## config.mk

```make
export PLATFORM = sky130hd
export DESIGN_NAME = ps2_dir_decoder
export DESIGN_NICKNAME = d
export VERILOG_FILES = /design/src/rtl/pacman_kb_pkg.sv /design/src/rtl/ps2_dir_arbiter.sv /design/src/rtl/ps2_dir_decoder.sv
export SDC_FILE = /design/constraint.sdc
export NUM_CORES = 1
export LEC_CHECK = 0
export CAP_MARGIN = 20
export CORE_MARGIN = 2
export CORE_UTILIZATION = 57
export CTS_CLUSTER_DIAMETER = 200
export DETAILED_ROUTE_END_ITERATION = 10
export PLACE_DENSITY = 0.9
export SYNTH_ARGS = -nofsm -noshare
export SYNTH_HDL_FRONTEND = slang
export SYNTH_SLANG_ARGS = --single-unit
```

## constraint.sdc

```tcl
create_clock -name CLOCK_50 -period 4.3 [get_ports CLOCK_50]
set_input_delay 0.43 -clock CLOCK_50 [delete_from_list [all_inputs] [get_ports CLOCK_50]]
set_output_delay 0.43 -clock CLOCK_50 [all_outputs]
set_load 0.03 [all_outputs]
```

## src/rtl/pacman_kb_pkg.sv

```systemverilog
// Shared types and PS/2 scan codes for the keyboard direction decoder.
package pacman_kb_pkg;

    typedef enum logic [2:0] {
        DIR_NONE,
        DIR_UP,
        DIR_DOWN,
        DIR_LEFT,
        DIR_RIGHT
    } dir_t;

    typedef enum logic [1:0] {
        ST_IDLE,
        ST_EXT,
        ST_BRK,
        ST_EXT_BRK
    } state_t;

    localparam logic [7:0] PFX_EXT   = 8'hE0;
    localparam logic [7:0] PFX_BRK   = 8'hF0;

    localparam logic [7:0] ARR_UP    = 8'h75;
    localparam logic [7:0] ARR_DOWN  = 8'h72;
    localparam logic [7:0] ARR_LEFT  = 8'h6B;
    localparam logic [7:0] ARR_RIGHT = 8'h74;

    localparam logic [7:0] KEY_W     = 8'h1D;
    localparam logic [7:0] KEY_S     = 8'h1B;
    localparam logic [7:0] KEY_A     = 8'h1C;
    localparam logic [7:0] KEY_D     = 8'h23;

    // Bit position in the {up,down,left,right} mask for a direction.
    function automatic logic [3:0] dir_mask(dir_t d);
        case (d)
            DIR_UP:    return 4'b1000;
            DIR_DOWN:  return 4'b0100;
            DIR_LEFT:  return 4'b0010;
            DIR_RIGHT: return 4'b0001;
            default:   return 4'b0000;
        endcase
    endfunction

    // Fixed fallback priority when the active key is released: up > down > left > right.
    function automatic dir_t pick_dir(logic [3:0] mask);
        if (mask[3]) return DIR_UP;
        if (mask[2]) return DIR_DOWN;
        if (mask[1]) return DIR_LEFT;
        if (mask[0]) return DIR_RIGHT;
        return DIR_NONE;
    endfunction

endpackage

```

## src/rtl/ps2_dir_arbiter.sv

```systemverilog
// Tracks held direction keys and the last-pressed one; drives the registered one-hot
// direction and a pulse whenever that direction changes.
module ps2_dir_arbiter
    import pacman_kb_pkg::*;
(
    input  logic       clk,
    input  logic       rst_n,
    input  logic       make_i,
    input  logic       brk_i,
    input  dir_t       key_i,
    output logic [3:0] held_o,
    output logic [3:0] onehot_o,
    output logic       dir_change_o
);

    logic [3:0] held_q, held_d;
    dir_t       last_q, last_d;
    logic [3:0] onehot_q, onehot_d;
    logic       dir_change_q, dir_change_d;
    logic [3:0] key_mask;

    assign key_mask = dir_mask(key_i);

    always_comb begin
        held_d = held_q;
        last_d = last_q;
        if (make_i) begin
            held_d = held_q | key_mask;
            last_d = key_i;
        end else if (brk_i && ((held_q & key_mask) != 4'b0000)) begin
            held_d = held_q & ~key_mask;
            if (last_q == key_i) begin
                last_d = pick_dir(held_d);
            end
        end
        onehot_d     = dir_mask(last_d);
        dir_change_d = (onehot_d != onehot_q);
    end

    // NOTE: state registers use non-blocking assignments so every flop samples the
    // pre-edge values; blocking here would create order-dependent simulation.
    always_ff @(posedge clk or negedge rst_n) begin
        if (!rst_n) begin
            held_q       <= 4'b0000;
            last_q       <= DIR_NONE;
            onehot_q     <= 4'b0000;
            dir_change_q <= 1'b0;
        end else begin
            held_q       <= held_d;
            last_q       <= last_d;
            onehot_q     <= onehot_d;
            dir_change_q <= dir_change_d;
        end
    end

    assign held_o       = held_q;
    assign onehot_o     = onehot_q;
    assign dir_change_o = dir_change_q;

endmodule

```

## src/rtl/ps2_dir_decoder.sv

```systemverilog
// PS/2 byte stream to held-direction controls: prefix FSM with timeout, code map,
// and the direction arbiter.
module ps2_dir_decoder
    import pacman_kb_pkg::*;
#(
    parameter int PREFIX_TIMEOUT = 50000,
    parameter int ENABLE_WASD    = 1
) (
    input  logic       CLOCK_50,
    input  logic       reset,
    input  logic       byte_valid,
    input  logic [7:0] byte_data,
    output logic       up,
    output logic       down,
    output logic       left,
    output logic       right,
    output logic [3:0] held,
    output logic       dir_change
);

    localparam int CNT_W = (PREFIX_TIMEOUT > 1) ? $clog2(PREFIX_TIMEOUT) : 1;
    localparam logic [CNT_W-1:0] CNT_MAX = CNT_W'(PREFIX_TIMEOUT - 1);

    state_t           state_q, state_d;
    logic [CNT_W-1:0] cnt_q, cnt_d;
    logic             make_ev, brk_ev;
    dir_t             key;
    logic [3:0]       onehot;

    // An arrow code only counts after E0; WASD codes only without it.
    function automatic dir_t map_code(logic [7:0] b, logic ext);
        if (ext) begin
            case (b)
                ARR_UP:    return DIR_UP;
                ARR_DOWN:  return DIR_DOWN;
                ARR_LEFT:  return DIR_LEFT;
                ARR_RIGHT: return DIR_RIGHT;
                default:   return DIR_NONE;
            endcase
        end else if (ENABLE_WASD != 0) begin
            case (b)
                KEY_W:   return DIR_UP;
                KEY_S:   return DIR_DOWN;
                KEY_A:   return DIR_LEFT;
                KEY_D:   return DIR_RIGHT;
                default: return DIR_NONE;
            endcase
        end
        return DIR_NONE;
    endfunction

    // NOTE: every combinational output gets a default first, so no path through the
    // case statement can leave a value unassigned and infer a latch.
    always_comb begin
        state_d = state_q;
        cnt_d   = cnt_q;
        make_ev = 1'b0;
        brk_ev  = 1'b0;
        key     = DIR_NONE;
        if (byte_valid) begin
            cnt_d   = '0;
            state_d = ST_IDLE;
            case (state_q)
                ST_IDLE: begin
                    if (byte_data == PFX_EXT)      state_d = ST_EXT;
                    else if (byte_data == PFX_BRK) state_d = ST_BRK;
                    else begin
                        key     = map_code(byte_data, 1'b0);
                        make_ev = (key != DIR_NONE);
                    end
                end
                ST_EXT: begin
                    if (byte_data == PFX_BRK) state_d = ST_EXT_BRK;
                    else begin
                        key     = map_code(byte_data, 1'b1);
                        make_ev = (key != DIR_NONE);
                    end
                end
                ST_BRK: begin
                    if (byte_data == PFX_EXT) state_d = ST_EXT_BRK;
                    else begin
                        key    = map_code(byte_data, 1'b0);
                        brk_ev = (key != DIR_NONE);
                    end
                end
                default: begin
                    key    = map_code(byte_data, 1'b1);
                    brk_ev = (key != DIR_NONE);
                end
            endcase
        end else if (state_q != ST_IDLE) begin
            // A byte arriving in the expiry cycle takes the branch above instead.
            if (cnt_q == CNT_MAX) begin
                state_d = ST_IDLE;
                cnt_d   = '0;
            end else begin
                cnt_d = cnt_q + CNT_W'(1);
            end
        end
    end

    always_ff @(posedge CLOCK_50 or negedge reset) begin
        if (!reset) begin
            state_q <= ST_IDLE;
            cnt_q   <= '0;
        end else begin
            state_q <= state_d;
            cnt_q   <= cnt_d;
        end
    end

    ps2_dir_arbiter u_arbiter (
        .clk          (CLOCK_50),
        .rst_n        (reset),
        .make_i       (make_ev),
        .brk_i        (brk_ev),
        .key_i        (key),
        .held_o       (held),
        .onehot_o     (onehot),
        .dir_change_o (dir_change)
    );

    assign {up, down, left, right} = onehot;

endmodule

```

==> results of run 1 <==
## critical path, stage by stage
cell and delay (ns):
clkdlybuf4s50_1 0.65, and4bb_1 0.28, o211ai_1 0.21, nor2b_1 0.30, mux2_2 0.37, a211o_1 0.35, and4_4 0.23, a211o_1 0.41
nand2_2 0.12, mux2_2 0.34, o32ai_1 0.13
## worst paths after layout
path                              start                     end  slack (ns)
max                        byte_data[3]  u_arbiter.dir_change_o        0.69
min                               reset               cnt_q[12]        0.47
max reg2reg                  state_q[0]  u_arbiter.dir_change_o        1.03
min reg2reg                    cnt_q[8]                cnt_q[8]        0.48
max in group asynchronous         reset  u_arbiter.dir_change_o        3.55
min in group CLOCK_50          cnt_q[8]                cnt_q[8]        0.48
## stage by stage
step / utilization (%) / power (uW) / area (sq um) / hold WS [ns]
final: 67.9 / 587 / 2280 / 0.470
after global routing: 67.9 / 618 / 2280 / 0.490
after CTS: 67.9 / 594 / 2280 / 0.462
after detailed placement: 66.1 / 418 / 2220 / 0.464
after global placement: 66.1 / 416 / 2220 / 0.459
after floorplan: - / 374 / 2010 / 0.134
## cell type report
| class | count | area share, % |
|---|---|---|
| clock buffers | 7 | 2.41 |
| flip-flops and latches | 30 | 32.9 |
| well taps | 46 | 2.52 |
| inverters | 6 | 0.986 |
| clock inverters | 1 | 0.219 |
| multi-input cells | 178 | 52.0 |
| repair buffers | 21 | 8.98 |
## kinds of logic (layout without fill, tap and decap cells)
logic type / after synthesis / after routing
AND/OR/NAND/NOR: 109 / 109
AO/OA/AOI/OAI: 58 / 58
flip-flops: 30 / 30
buffers and inverters: 15 / 35
XOR/XNOR: 7 / 7
multiplexers: 3 / 3
adder cells (fa/ha/maj): 1 / 1
## metal layers
| layer | share of wire, % | global-route usage, % | routed length, microns | up-vias |
|---|---|---|---|---|
| li1 | - | - | - | 866 |
| met1 | 46 | 31.1 | 1910 | 822 |
| met2 | 47 | 36.2 | 1960 | 43 |
| met3 | 5.3 | 6.61 | 222 | 10 |
| met4 | 2.3 | 13.3 | 98 | 0 |
| met5 | 0 | 0 | 0 | - |
## cell usage in the layout, fill, tap and decap left out, types with 5 or more instances in the layout
| cell type | synthesis | final |
|---|---|---|
| a21oi_1 | 6 | 6 |
| clkbuf_4 | 0 | 5 |
| clkdlybuf4s50_1 | 0 | 19 |
| dfrtp_1 | 30 | 30 |
| inv_1 | 5 | 5 |
| nand2_1 | 18 | 18 |
| nand3_1 | 7 | 7 |
| nand4_1 | 5 | 5 |
| nor2_1 | 26 | 26 |
| nor2b_1 | 6 | 6 |
| nor3_1 | 5 | 5 |
| o21ai_0 | 10 | 10 |
| o21ai_1 | 10 | 10 |
| o31ai_1 | 8 | 8 |
| xor2_1 | 5 | 5 |
## power by group through the flow
stage | clock (uW) | combinational [uW] | sequential, uW
2_1_floorplan | 0 | 51.7 | 323
3_3_place_gp | 0 | 109 | 307
3_5_place_dp | 0 | 110 | 308
4_1_cts | 181 | 111 | 302
5_1_grt | 195 | 119 | 304
6_report | 174 | 111 | 302
==> run metrics, run 1 <==
Longest Clk Path Bufs=2; synthesized area per cell=9.01 sq um; final number of hold-violating endpoints=0; CTS Buf Count=5; MaxCap Viol Count=0; number of flops mapped to enable cells by yosys=0; routability cong.=0.888; Final Worst Setup Slack=0.688 ns; post-synthesis instance total=223; drt wl/cell=14.5 microns; fin crit period=3.61 ns; vias in the first global route=1695; Max Clock Freq=0.277 GHz; Starting DRT DRC Count=120; P_leak=0.000924 uW; Worst Path Max Fanout=10; post-synth top area cell=dfrtp_1; Simple-Gate Fraction of Synth Area=31.8%; FF+latch count, synth=30; Warnings, synthesis=0; synthesized cell area=2010 sq um; drt via density=6.02; Sequential cell area=751 sq um; Slew headroom=52.6%; Worst-Skew Late Latency=0.33 ns; H-tree levels=2; Setup CP Type=in -> reg; die height=63.4 microns; All-Layer GR Usage=24.0%; Inserted Diodes=0; Pins Over Slew Limit=0; CTS root buf=clkbuf_4; r2r worst-path depth=10; clock power share=29.6%; most common cell in the netlist=dfrtp_1; Final period util=84.0%; Area contributors post-synth=dfrtp_1 37%, nor2_1 4.9%, nand2_1 3.4%; Comb power frac=18.9%; dpl ws=0.399 ns; total gr overflow=0; Psw=168 uW; fin nets=254; detailed-router iteration count before antenna repair=4; sequential fraction of the synthesis area=37.4%; via count=1741; switching share of total power=28.6%; largest net degree at the start of global routing=31; Post-synth top cells=30 x dfrtp_1, 26 x nor2_1, 18 x nand2_1; pwr/cell area=257 nW/um^2; CORE AREA=3360 sq um; sequential power share=51.5%; Post-DP HPWL=3.03 mm; largest family of logic cells by synthesized area=simple AND/OR/NAND/NOR gates; Post-synth ARST share=100%; CTS tree=built; RSZ-0062 raised after global routing=no; setup violators final=0; Area Overhead vs Synth=13.7%; Yosys top cell area share=37.4%; Synth Area in Adders=0.623%; Post-DRT Antenna Nets=0; Inst Count DP=281; Unique masters post-synth=64; Worst EP arrival=3.83 ns; DIE AREA=4020 sq um; top_reg_cell synth=dfrtp_1; clk sinks=30; multi-input logic area=1190 sq um; post_cts resized=0; worst vdd ir=0.216 mV; WL final=4.19 mm; DIE WIDTH=63.4 microns; crit start category=input pin; CTS Hold Bufs=0; first-pass GRT wire length=7.58 mm; row cnt=21; fillers=281; Starting Density=59.7%; mux cell area share after synthesis=1.68%; post-synthesis xor/xnor area fraction=3.05%; outcome=finished, final reports clean; worst slew pin tran=0.707 ns; fin cells=289; initial antenna violation count=0; Worst Setup End Kind=register; residual DRC count=0; postcts setup bufs=0; Crit path required time=4.52 ns; CTS clk-pin slew, worst paths=0.09 ns; Synth Area in Compound Gates=22.0%; Port Buffers=19; io pins=20; skew final=0.0103 ns; Internal Power=419 uW; hold crit path type=in -> async; Post-Syn Nets=235; Final TNS setup=0 ns; share of cells above drive strength 1=10.3%
Power figures use the tool's default switching activity.
==> inputs of run 2 (changes only) <==
==> constraint.sdc (replaced) <==
create_clock -name CLOCK_50 -period 3.39 [get_ports CLOCK_50]
set_input_delay 0.339 -clock CLOCK_50 [delete_from_list [all_inputs] [get_ports CLOCK_50]]
set_output_delay 0.339 -clock CLOCK_50 [all_outputs]
set_load 0.03 [all_outputs]
==> run 2 against run 1 <==
Compared with the run above:
- critical path depth up 3
- wire length up 21%
- worst setup slack worse by 0.55 ns
- non-clock buffer count up 29
- die area unchanged
- sequential share of layout area down 3.1 points
- via count up 11%
- first-iteration DRC count down 7.5%
- count of clock-buffer cells in the layout unchanged
- sequential power up 27%
- largest cell class unchanged
==> run metrics, run 2 (synthesis results as in run 1) <==
DIE WIDTH=63.4 microns (unchanged); Pins Over Slew Limit=0 (unchanged); crit start category=input pin; CTS Hold Bufs=0 (unchanged); met2 Use GR=45.8% (+9.6 points); CORE AREA=3360 sq um (unchanged); WL final=5.05 mm (+21%); Final period util=96.1%; vias in the first global route=1853 (+9.3%); clk sinks=30 (unchanged); io pins=20 (unchanged); drt wl/cell=15.9 microns (+9.7%); Area Overhead vs Synth=25.7%; final number of hold-violating endpoints=0 (unchanged); Starting Density=59.7% (unchanged); largest net degree at the start of global routing=31 (unchanged); drt via density=6.10 (+1.3%); fillers=268 (-4.6%); reg2reg start=state_q[0]; GR Util met1=33.4% (+2.3 points); highest-delay cell along the critical path=clkdlybuf4s50_1; fin nets=283 (+11%); post-route design area=2520 sq um (+11%); Worst-Skew Late Latency=0.34 ns (about the same); DIE AREA=4020 sq um (unchanged); Worst Setup End Kind=register; total gr overflow=0 (unchanged); routability cong.=0.874 (-1.5%); most frequent CP cell=buf_4; setup violators final=0 (unchanged); row cnt=21 (unchanged); Worst EP arrival=3.48 ns (-0.35 ns); worst r2r dst=u_arbiter.dir_change_o; Cell Chain, Critical Path=clkdlybuf4s50_1 -> buf_4 -> or3b_1 -> a211o_1 -> a21oi_1 -> o21ai_0 -> nor3b_2 -> buf_4 -> and4_4 -> a211oi_4 -> buf_4 -> and3b_1 -> mux2_2 -> o32ai_1; via count=1941 (+11%); fin crit period=3.26 ns; P_leak=0.00108 uW (+16%); Setup CP Type=in -> reg; Worst Path Max Fanout=7 (-3); r2r worst-path depth=10 (unchanged); initial antenna violation count=0 (unchanged); Port Buffers=19 (unchanged); Slew headroom=54.5% (+1.9 points); share of cells above drive strength 1=21.0% (+11 points); most common cell after layout, fill and taps aside=buf_4; MaxCap Viol Count=0 (unchanged); skew final=0.0164 ns (+0.00607 ns); first-pass GRT wire length=8.52 mm (+12%); worst hold slack=0.370 ns (-0.100 ns); pwr/cell area=312 nW/um^2 (+21%); residual DRC count=0 (unchanged); All-Layer GR Usage=26.8% (+2.8 points); Post-DP HPWL=3.62 mm (+19%); placed inst area=2410 sq um (+8.4%); detailed-router iteration count before antenna repair=4 (unchanged); Longest Clk Path Bufs=2 (unchanged); CTS Buf Count=5 (unchanged); Inserted Diodes=0 (unchanged); CTS clk-pin slew, worst paths=0.10 ns (about the same); Crit path required time=3.61 ns (-0.91 ns); hold crit path type=in -> async; CTS tree=built; worst vdd ir=0.326 mV (+51%); most frequent cells in the layout=31 x buf_4, 30 x dfrtp_1, 26 x nor2_1, 18 x nand2_1, 18 x clkdlybuf4s50_1; Global Route met3 Usage=5.00% (-1.6 points); reg2reg setup slack=0.27 ns (-0.76 ns); Starting DRT DRC Count=111 (-7.5%); worst slew pin tran=0.677 ns (-0.0300 ns); H-tree levels=2 (unchanged); Worst path max stage delay=0.45 ns (-0.20 ns); Max Clock Freq=0.307 GHz; CTS root buf=clkbuf_4; Post-DRT Antenna Nets=0 (unchanged); GRT busiest layer=met2; die height=63.4 microns (unchanged); outcome=finished, final reports clean
-- run 2: per-layer routing --
metal,vias up,part of all wire [%]
met5,-,0
met4,0,1.7
met3,8,4.5
met2,53,51
met1,959,43
li1,921,-
-- run 2: critical path, delay by kind of cell --
| kind | cells | cell delay, ns |
|---|---|---|
| buffers and inverters | 4 | 0.94 |
| and+or+nand+nor | 4 | 1.05 |
| AOI/OAI and AO/OA | 5 | 0.89 |
| muxes | 1 | 0.27 |
-- run 2: area by class of cell --
class | instances | area, sq um | share of cell area [%]
multi-input cells | 178 | 1210 | 47.9
flip-flops and latches | 30 | 751 | 29.7
repair buffers | 50 | 425 | 16.8
well taps | 46 | 57.6 | 2.28
clock buffers | 7 | 55.1 | 2.18
inverters | 6 | 22.5 | 0.892
clock inverters | 1 | 5.00 | 0.198
-- run 2: through the flow --
stage | cells | util, % | worst slack [ns] | total power [uW] | TNS, ns
floorplan | 223 | - | 0.347 | 475 | 0
global route | 318 | 75.1 | -0.0165 | 823 | -0.0165
finish | 318 | 75.1 | 0.133 | 788 | 0
global placement | 306 | 71.7 | -0.0601 | 549 | -0.0601
detailed placement | 306 | 71.7 | -0.209 | 555 | -0.209
CTS | 314 | 73.5 | 0.117 | 780 | 0
-- run 2: worst max-delay path by stage --
stage                             from  slack, ns                endpoint
after global routing      byte_data[4]      -0.02  u_arbiter.dir_change_o
final                     byte_data[4]       0.13  u_arbiter.dir_change_o
after CTS                 byte_data[3]       0.12  u_arbiter.dir_change_o
after detailed placement  byte_data[0]      -0.21  u_arbiter.dir_change_o
after global placement    byte_data[3]      -0.06  u_arbiter.dir_change_o
after floorplan           byte_data[4]       0.35  u_arbiter.dir_change_o
-- run 2: power breakdown --
group          internal, uW  switching, uW  total [uW]
logic                  83.1           92.4         176
registers               372           12.3         384
clock network           100            128         228
total                   555            233         788
-- run 2: what timing repair did --
item	in CTS	in global routing
resized for setup	0	5
endpoints found under the setup margin	0	1
buffers inserted	0	4
